<file path="src/rtl/graphics_pkg.sv">
// Shared graphics constants and types for the tile board drawing datapath.
// Screen geometry, colour width, draw-sequencer state encoding, sizing helper.
package graphics_pkg;

  localparam int COLOUR_W   = 3;
  localparam int SCREEN_W   = 160;
  localparam int SCREEN_H   = 120;
  localparam int TILE_IDX_W = 2;

  localparam logic [COLOUR_W-1:0] COL_BLACK = '0;

  typedef enum logic [2:0] {
    ST_IDLE    = 3'd0,
    ST_FILL    = 3'd1,
    ST_HOLD    = 3'd2,
    ST_RESTORE = 3'd3,
    ST_DONE    = 3'd4
  } draw_state_e;

  // Bits needed to hold values 0..n-1, never less than one bit.
  function automatic int clog2_min1(input longint n);
    return (n <= 1) ? 1 : $clog2(n);
  endfunction

endpackage

</file>
<file path="src/rtl/tile_pixel_counter.sv">
// Raster cx/cy counter over a W_CNT x H_CNT rectangle with clear, enable and
// last-pixel flag. Exposes next-state values so callers can register outputs.
module tile_pixel_counter #(
  parameter int W_CNT = 80,
  parameter int H_CNT = 60,
  parameter int CX_W  = 7,
  parameter int CY_W  = 6
) (
  input  logic            clock_i,
  input  logic            reset_i,
  input  logic            clr_i,
  input  logic            en_i,
  output logic [CX_W-1:0] cx_next_o,
  output logic [CY_W-1:0] cy_next_o,
  output logic            last_o
);

  localparam logic [CX_W-1:0] CX_LAST = CX_W'(W_CNT - 1);
  localparam logic [CY_W-1:0] CY_LAST = CY_W'(H_CNT - 1);

  logic [CX_W-1:0] cx_q, cx_d;
  logic [CY_W-1:0] cy_q, cy_d;

  always_comb begin
    cx_d = cx_q;
    cy_d = cy_q;
    if (clr_i) begin
      cx_d = '0;
      cy_d = '0;
    end else if (en_i) begin
      if (cx_q == CX_LAST) begin
        cx_d = '0;
        cy_d = (cy_q == CY_LAST) ? '0 : cy_q + 1'b1;
      end else begin
        cx_d = cx_q + 1'b1;
      end
    end
  end

  always_ff @(posedge clock_i or posedge reset_i) begin
    if (reset_i) begin
      cx_q <= '0;
      cy_q <= '0;
    end else begin
      cx_q <= cx_d;
      cy_q <= cy_d;
    end
  end

  assign cx_next_o = cx_d;
  assign cy_next_o = cy_d;
  assign last_o    = (cx_q == CX_LAST) && (cy_q == CY_LAST);

endmodule

</file>
<file path="src/rtl/tile_draw_sequencer.sv">
// Tile draw sequencer: req/ack/done handshake, raster FILL, optional HOLD+RESTORE.
// Define TILE_BORDER_EN to paint a black one-pixel border in FILL and RESTORE.
module tile_draw_sequencer
  import graphics_pkg::*;
#(
  parameter int TILE_W       = 80,
  parameter int TILE_H       = 60,
  parameter int X_W          = 8,
  parameter int Y_W          = 7,
  parameter int COL_W        = COLOUR_W,
  parameter int FLASH_CYCLES = 12500000
) (
  input  logic                  clock_i,
  input  logic                  reset_i,
  input  logic                  req_i,
  input  logic [TILE_IDX_W-1:0] req_tile_i,
  input  logic [COL_W-1:0]      req_colour_i,
  input  logic [COL_W-1:0]      req_restore_i,
  input  logic                  req_flash_i,
  output logic                  ack_o,
  output logic                  busy_o,
  output logic [X_W-1:0]        x_o,
  output logic [Y_W-1:0]        y_o,
  output logic [COL_W-1:0]      colour_o,
  output logic                  plot_o,
  output logic                  done_o
);

  localparam int CX_W  = clog2_min1(TILE_W);
  localparam int CY_W  = clog2_min1(TILE_H);
  localparam int TMR_W = clog2_min1(FLASH_CYCLES + 1);
  localparam logic [TMR_W-1:0] HOLD_LAST = TMR_W'((FLASH_CYCLES == 0) ? 0 : FLASH_CYCLES - 1);
  localparam logic [X_W-1:0]   X_STEP    = X_W'(TILE_W);
  localparam logic [Y_W-1:0]   Y_STEP    = Y_W'(TILE_H);

  if ((2 * TILE_W > (1 << X_W)) || (2 * TILE_H > (1 << Y_W)) ||
      (2 * TILE_W > SCREEN_W) || (2 * TILE_H > SCREEN_H)) begin : g_bad_geometry
    $error("tile_draw_sequencer: 2x2 board does not fit coordinate width or screen");
  end

  draw_state_e             state_q, state_d;
  logic [TILE_IDX_W-1:0]   tile_q, tile_d;
  logic [COL_W-1:0]        fill_col_q, fill_col_d, rest_col_q, rest_col_d;
  logic                    flash_q, flash_d;
  logic [TMR_W-1:0]        timer_q, timer_d;
  logic                    cnt_clr, cnt_en, cnt_last;
  logic [CX_W-1:0]         cx_next;
  logic [CY_W-1:0]         cy_next;
  logic                    ack_q, ack_d, busy_q, busy_d, plot_q, plot_d, done_q, done_d;
  logic [X_W-1:0]          x_q, x_d;
  logic [Y_W-1:0]          y_q, y_d;
  logic [COL_W-1:0]        colour_q, colour_d;

  tile_pixel_counter #(
    .W_CNT(TILE_W), .H_CNT(TILE_H), .CX_W(CX_W), .CY_W(CY_W)
  ) u_counter (
    .clock_i  (clock_i),
    .reset_i  (reset_i),
    .clr_i    (cnt_clr),
    .en_i     (cnt_en),
    .cx_next_o(cx_next),
    .cy_next_o(cy_next),
    .last_o   (cnt_last)
  );

  always_comb begin
    state_d    = state_q;
    tile_d     = tile_q;
    fill_col_d = fill_col_q;
    rest_col_d = rest_col_q;
    flash_d    = flash_q;
    timer_d    = '0;
    cnt_clr    = 1'b0;
    cnt_en     = 1'b0;
    ack_d      = 1'b0;
    case (state_q)
      ST_IDLE: begin
        cnt_clr = 1'b1;
        if (req_i) begin
          state_d    = ST_FILL;
          ack_d      = 1'b1;
          tile_d     = req_tile_i;
          fill_col_d = req_colour_i;
          rest_col_d = req_restore_i;
          flash_d    = req_flash_i;
        end
      end
      ST_FILL: begin
        if (cnt_last) state_d = flash_q ? ST_HOLD : ST_DONE;
        else          cnt_en  = 1'b1;
      end
      ST_HOLD: begin
        if (timer_q == HOLD_LAST) begin
          state_d = ST_RESTORE;
          cnt_clr = 1'b1;
        end else begin
          timer_d = timer_q + 1'b1;
        end
      end
      ST_RESTORE: begin
        if (cnt_last) state_d = ST_DONE;
        else          cnt_en  = 1'b1;
      end
      ST_DONE: begin
        state_d = ST_IDLE;
        cnt_clr = 1'b1;
      end
      default: state_d = ST_IDLE;
    endcase
  end

  // Output registers are loaded from next-state values so every port is a flop.
  always_comb begin
    busy_d   = (state_d != ST_IDLE);
    plot_d   = (state_d == ST_FILL) || (state_d == ST_RESTORE);
    done_d   = (state_d == ST_DONE);
    x_d      = x_q;
    y_d      = y_q;
    colour_d = colour_q;
    if (plot_d) begin
      x_d      = (tile_d[0] ? X_STEP : '0) + X_W'(cx_next);
      y_d      = (tile_d[1] ? Y_STEP : '0) + Y_W'(cy_next);
      colour_d = (state_d == ST_FILL) ? fill_col_d : rest_col_d;
`ifdef TILE_BORDER_EN
      if ((cx_next == '0) || (cx_next == CX_W'(TILE_W - 1)) ||
          (cy_next == '0) || (cy_next == CY_W'(TILE_H - 1)))
        colour_d = '0;
`endif
    end
  end

  always_ff @(posedge clock_i or posedge reset_i) begin
    if (reset_i) begin
      state_q    <= ST_IDLE;
      tile_q     <= '0;
      fill_col_q <= '0;
      rest_col_q <= '0;
      flash_q    <= 1'b0;
      timer_q    <= '0;
      ack_q      <= 1'b0;
      busy_q     <= 1'b0;
      plot_q     <= 1'b0;
      done_q     <= 1'b0;
      x_q        <= '0;
      y_q        <= '0;
      colour_q   <= COL_W'(COL_BLACK);
    end else begin
      state_q    <= state_d;
      tile_q     <= tile_d;
      fill_col_q <= fill_col_d;
      rest_col_q <= rest_col_d;
      flash_q    <= flash_d;
      timer_q    <= timer_d;
      ack_q      <= ack_d;
      busy_q     <= busy_d;
      plot_q     <= plot_d;
      done_q     <= done_d;
      x_q        <= x_d;
      y_q        <= y_d;
      colour_q   <= colour_d;
    end
  end

  assign ack_o    = ack_q;
  assign busy_o   = busy_q;
  assign plot_o   = plot_q;
  assign done_o   = done_q;
  assign x_o      = x_q;
  assign y_o      = y_q;
  assign colour_o = colour_q;

endmodule

</file>
<file path="config.mk">
export PLATFORM = sky130hd
export DESIGN_NAME = tile_draw_sequencer
export DESIGN_NICKNAME = d
export VERILOG_FILES = /design/src/rtl/graphics_pkg.sv /design/src/rtl/tile_pixel_counter.sv /design/src/rtl/tile_draw_sequencer.sv
export SDC_FILE = /design/constraint.sdc
export NUM_CORES = 1
export LEC_CHECK = 0
export CAP_MARGIN = 10
export CORE_MARGIN = 4
export CORE_UTILIZATION = 51
export DETAILED_ROUTE_END_ITERATION = 6
export GPL_TIMING_DRIVEN = 0
export MAX_ROUTING_LAYER = met4
export PLACE_DENSITY = 0.75
export RECOVER_POWER = 25
export SLEW_MARGIN = 20
export SYNTH_ARGS = -nofsm -noshare
export SYNTH_HDL_FRONTEND = slang
export SYNTH_SLANG_ARGS = --single-unit
</file>
<file path="constraint.sdc">
create_clock -name clock_i -period 2.83 [get_ports clock_i]
set_input_delay 0.566 -clock clock_i [delete_from_list [all_inputs] [get_ports clock_i]]
set_output_delay 0.566 -clock clock_i [all_outputs]
set_load 0.02 [all_outputs]
</file>
==> results of run 1 <==
[registers in the layout (all words and copies together), names as in the netlist]
register / cells
done_o: 1
rest_col_q: 3
u_counter.cx_q: 7
ack_o: 1
busy_o: 1
u_counter.cy_q: 6
state_q: 3
colour_o: 3
timer_q: 24
flash_q: 1
y_o: 7
x_o: 8
fill_col_q: 3
plot_o: 1
tile_q: 2
[critical path: cells and delay by family (launching register included)]
| family | cells | cell delay [ns] |
|---|---|---|
| adders and majority gates | 3 | 0.91 |
| muxes | 1 | 0.27 |
| and+or+nand+nor | 4 | 0.83 |
| DFF | 1 | 0.41 |
| xor gates and xnor gates | 1 | 0.16 |
[cell families (layout without fill, tap and decap cells)]
group	after synthesis	count (layout)
flip-flops	71	71
AO/OA/AOI/OAI	20	20
adder cells (fa/ha/maj)	11	11
XOR/XNOR	37	37
multiplexers	25	25
buffers and inverters	14	73
AND/OR/NAND/NOR	124	124
[final cells by class]
cell class | instances | area [µm²] | share of cell area [%]
inverters | 5 | 20.0 | 0.475
multi-input cells | 217 | 1630 | 38.7
repair buffers | 44 | 433 | 10.3
flip-flops and latches | 71 | 1780 | 42.2
plain buffers | 8 | 60.1 | 1.43
well taps | 77 | 96.3 | 2.29
clock buffers | 10 | 138 | 3.27
clock inverters | 6 | 60.1 | 1.43
[metrics by stage]
| step | area [µm²] | util, % |
|---|---|---|
| after floorplan | 3450 | - |
| after global placement | 3880 | 60.0 |
| after detailed placement | 3910 | 60.5 |
| after CTS | 4110 | 63.7 |
| after global routing | 4210 | 65.2 |
| final | 4210 | 65.2 |
[repair_timing]
item / CTS / global route
pin swaps: 0 / 2
buffers inserted: 0 / 10
hold buffers: 0 / 0
setup endpoints to repair: 5 / 6
hold endpoints to repair: 0 / 0
gates resized for setup: 5 / 8
[cell usage after synthesis (4+ instances only)]
cell	n	area share, %
a21o_1	4	0.87
a21oi_1	6	0.87
and2_1	4	0.73
and3_1	6	1.1
and4_1	5	1.3
clkbuf_1	5	0.54
dfrtp_1	71	52
ha_1	10	3.6
inv_1	5	0.54
mux2_2	12	3.9
mux2_4	12	5.2
nand2_1	17	1.8
nand3_1	15	2.2
nand4_1	12	2.2
nor2_1	41	4.5
nor2b_1	4	0.73
xnor2_1	10	2.5
xor2_1	27	6.9
[power by group through the flow]
stage	Sequential, mW	Clock [mW]	Combinational (mW)
2_1_floorplan	1.35	0	0.366
3_3_place_gp	1.28	0	0.675
3_5_place_dp	1.28	0	0.696
4_1_cts	1.27	0.814	0.704
5_1_grt	1.29	0.868	0.783
6_report	1.27	0.810	0.708
[how the worst max path moves through the flow]
stage,start,end,slack (ns)
2_1_floorplan,u_counter.cx_q[0],y_o[5],0.13
3_5_place_dp,req_i,y_o[6],-0.47
3_3_place_gp,reset_i,plot_o,-0.69
4_1_cts,timer_q[7],y_o[6],0.02
6_report,u_counter.cx_q[0],y_o[3],0.13
5_1_grt,u_counter.cx_q[0],x_o[6],-0.004
[metal layers]
metal  part of all wire [%]  global-route usage (%)  routed length [µm]  vias up
met5                      0                       -                   0        -
met4                    1.5                    6.89                  99        0
met3                    4.6                    3.34                 301        9
met2                     43                    23.6                2860       48
met1                     50                    25.5                3320     1160
li1                       -                       -                   -     1168
==> out/results.tsv, run 1 <==
metric	value	unit
power.switching	0.816	mW
ios	34	
leakage	1.85	nW
synth_compound_area_share	4.10	%
antenna_cells	0	
cp_slowest_cell	fa_2	
drt-wirelength-per-cell	15.0	µm
path_cells	ha_2 > and4bb_2 > and3_2 > nand3_1 > xor2_1 > nor2_1 > ha_1 > fa_2 > mux2_4	
drt-pass1-iter-count	4	
dieArea	8140	µm²
viasPerCell	5.45	
async_flop_share	100	%
status	finished clean	
rows	29	
layout_commonest_cell	dfrtp_1	
synth_cells	302	
slew_headroom	30.4	%
cp.required	3.06	ns
final_cell_mix	dfrtp_1, nor2_1, clkdlybuf4s50_1	
synth_seq_area_share	51.5	%
reg2regPathDepth	9	
timing.final.hold_violations	0	
hpwl	4480	µm
period_needed	2.70	ns
synth_edf_count	0	
cp_slowest_stage_delay	0.44	ns
synth_nets	325	
drtIter0Drc	151	
die_h	90.2	µm
whs_endpoint	timer_q[0]	
dr_total_vias	2385	
hold_class	flip-flop to flip-flop	
fin_cells	438	
finalClockSkew	0.00625	ns
synthXorXnorAreaFrac	9.39	%
grt_pass1_wl	11200	µm
nets	379	
grt_overflow	0	
grt_max_degree	51	
setup_violations	0	
cts_tree	built	
antenna_left	0	
worst-endpoint-arrival	2.93	ns
fin_ws	0.129	ns
sequentialPowerShare	45.5	%
dp_cells	413	
p_sw_share	29.3	%
clk_path_buf_depth	2	
worstHoldStart	timer_q[0]	
cts-buffers-inserted	9	
clk_pin_slew	0.08	ns
totalPowerFinal	2.78	mW
synth-simple-area-share	19.2	%
irDropWorstVdd	0.618	mV
p_comb_share	25.4	%
r2r-start	u_counter.cx_q[0]	
cts_max_level	3	
maxCapViolCount	0	
drive_above_1_share	19.7	%
worst_slew_pin_slew	1.04	ns
timing.fmax	370	MHz
coreArea	6460	µm²
crit_path_end_kind	flip-flop	
cts_root_buf	clkbuf_8	
synth.ff_latch_count	71	
antenna_found_initial	0	
synth.distinct_cells	44	
cp-start-kind	flip-flop	
finalCritPeriodShare	95.4	%
synth_top_family_by_area	simple AND/OR/NAND/NOR gates	
power-per-cell-area	661	nW/µm²
tns	0	ns
synth_area_per_cell	11.4	µm²
start_util	53.4	%
critical_path.max_fanout	6	
synthAdderAreaFrac	4.21	%
drc	0	
dp_slack	-0.465	ns
ys_warn_count	0	
cts_sinks	71	
syn2layout_area_growth	22.2	%
gp_congestion	0.863	
track_usage	17.4	%
insertion_delay	0.35	ns
whs	0.490	ns
synthFlopType	dfrtp_1	
rrSetupSlack	0.13	ns
synth.area.mux_share	9.54	%
die_width	90.2	µm
finalWirelength	6590	µm
critPathKind	flip-flop to flip-flop	
power.internal	1.97	mW
p_clk_share	29.1	%
syn_area	3450	µm²
final-max-slew-violation-count	0	
fillCellCount	525	
io_buffer_count	33	
whs_path_depth	1	
reg2reg_to	y_o[3]	
grt_pass1_vias	2277	
(Power assumes the default switching activity.)
==> inputs of run 2 (changes only) <==
--- a/config.mk
+++ b/config.mk
@@ -8,6 +8,7 @@
 export CAP_MARGIN = 10
 export CORE_MARGIN = 4
 export CORE_UTILIZATION = 51
+export CTS_CLUSTER_DIAMETER = 200
 export DETAILED_ROUTE_END_ITERATION = 6
 export GPL_TIMING_DRIVEN = 0
 export MAX_ROUTING_LAYER = met4
==> results of run 2 <==
Same layout as run 1: the final DEF is identical, and so are final timing and power.
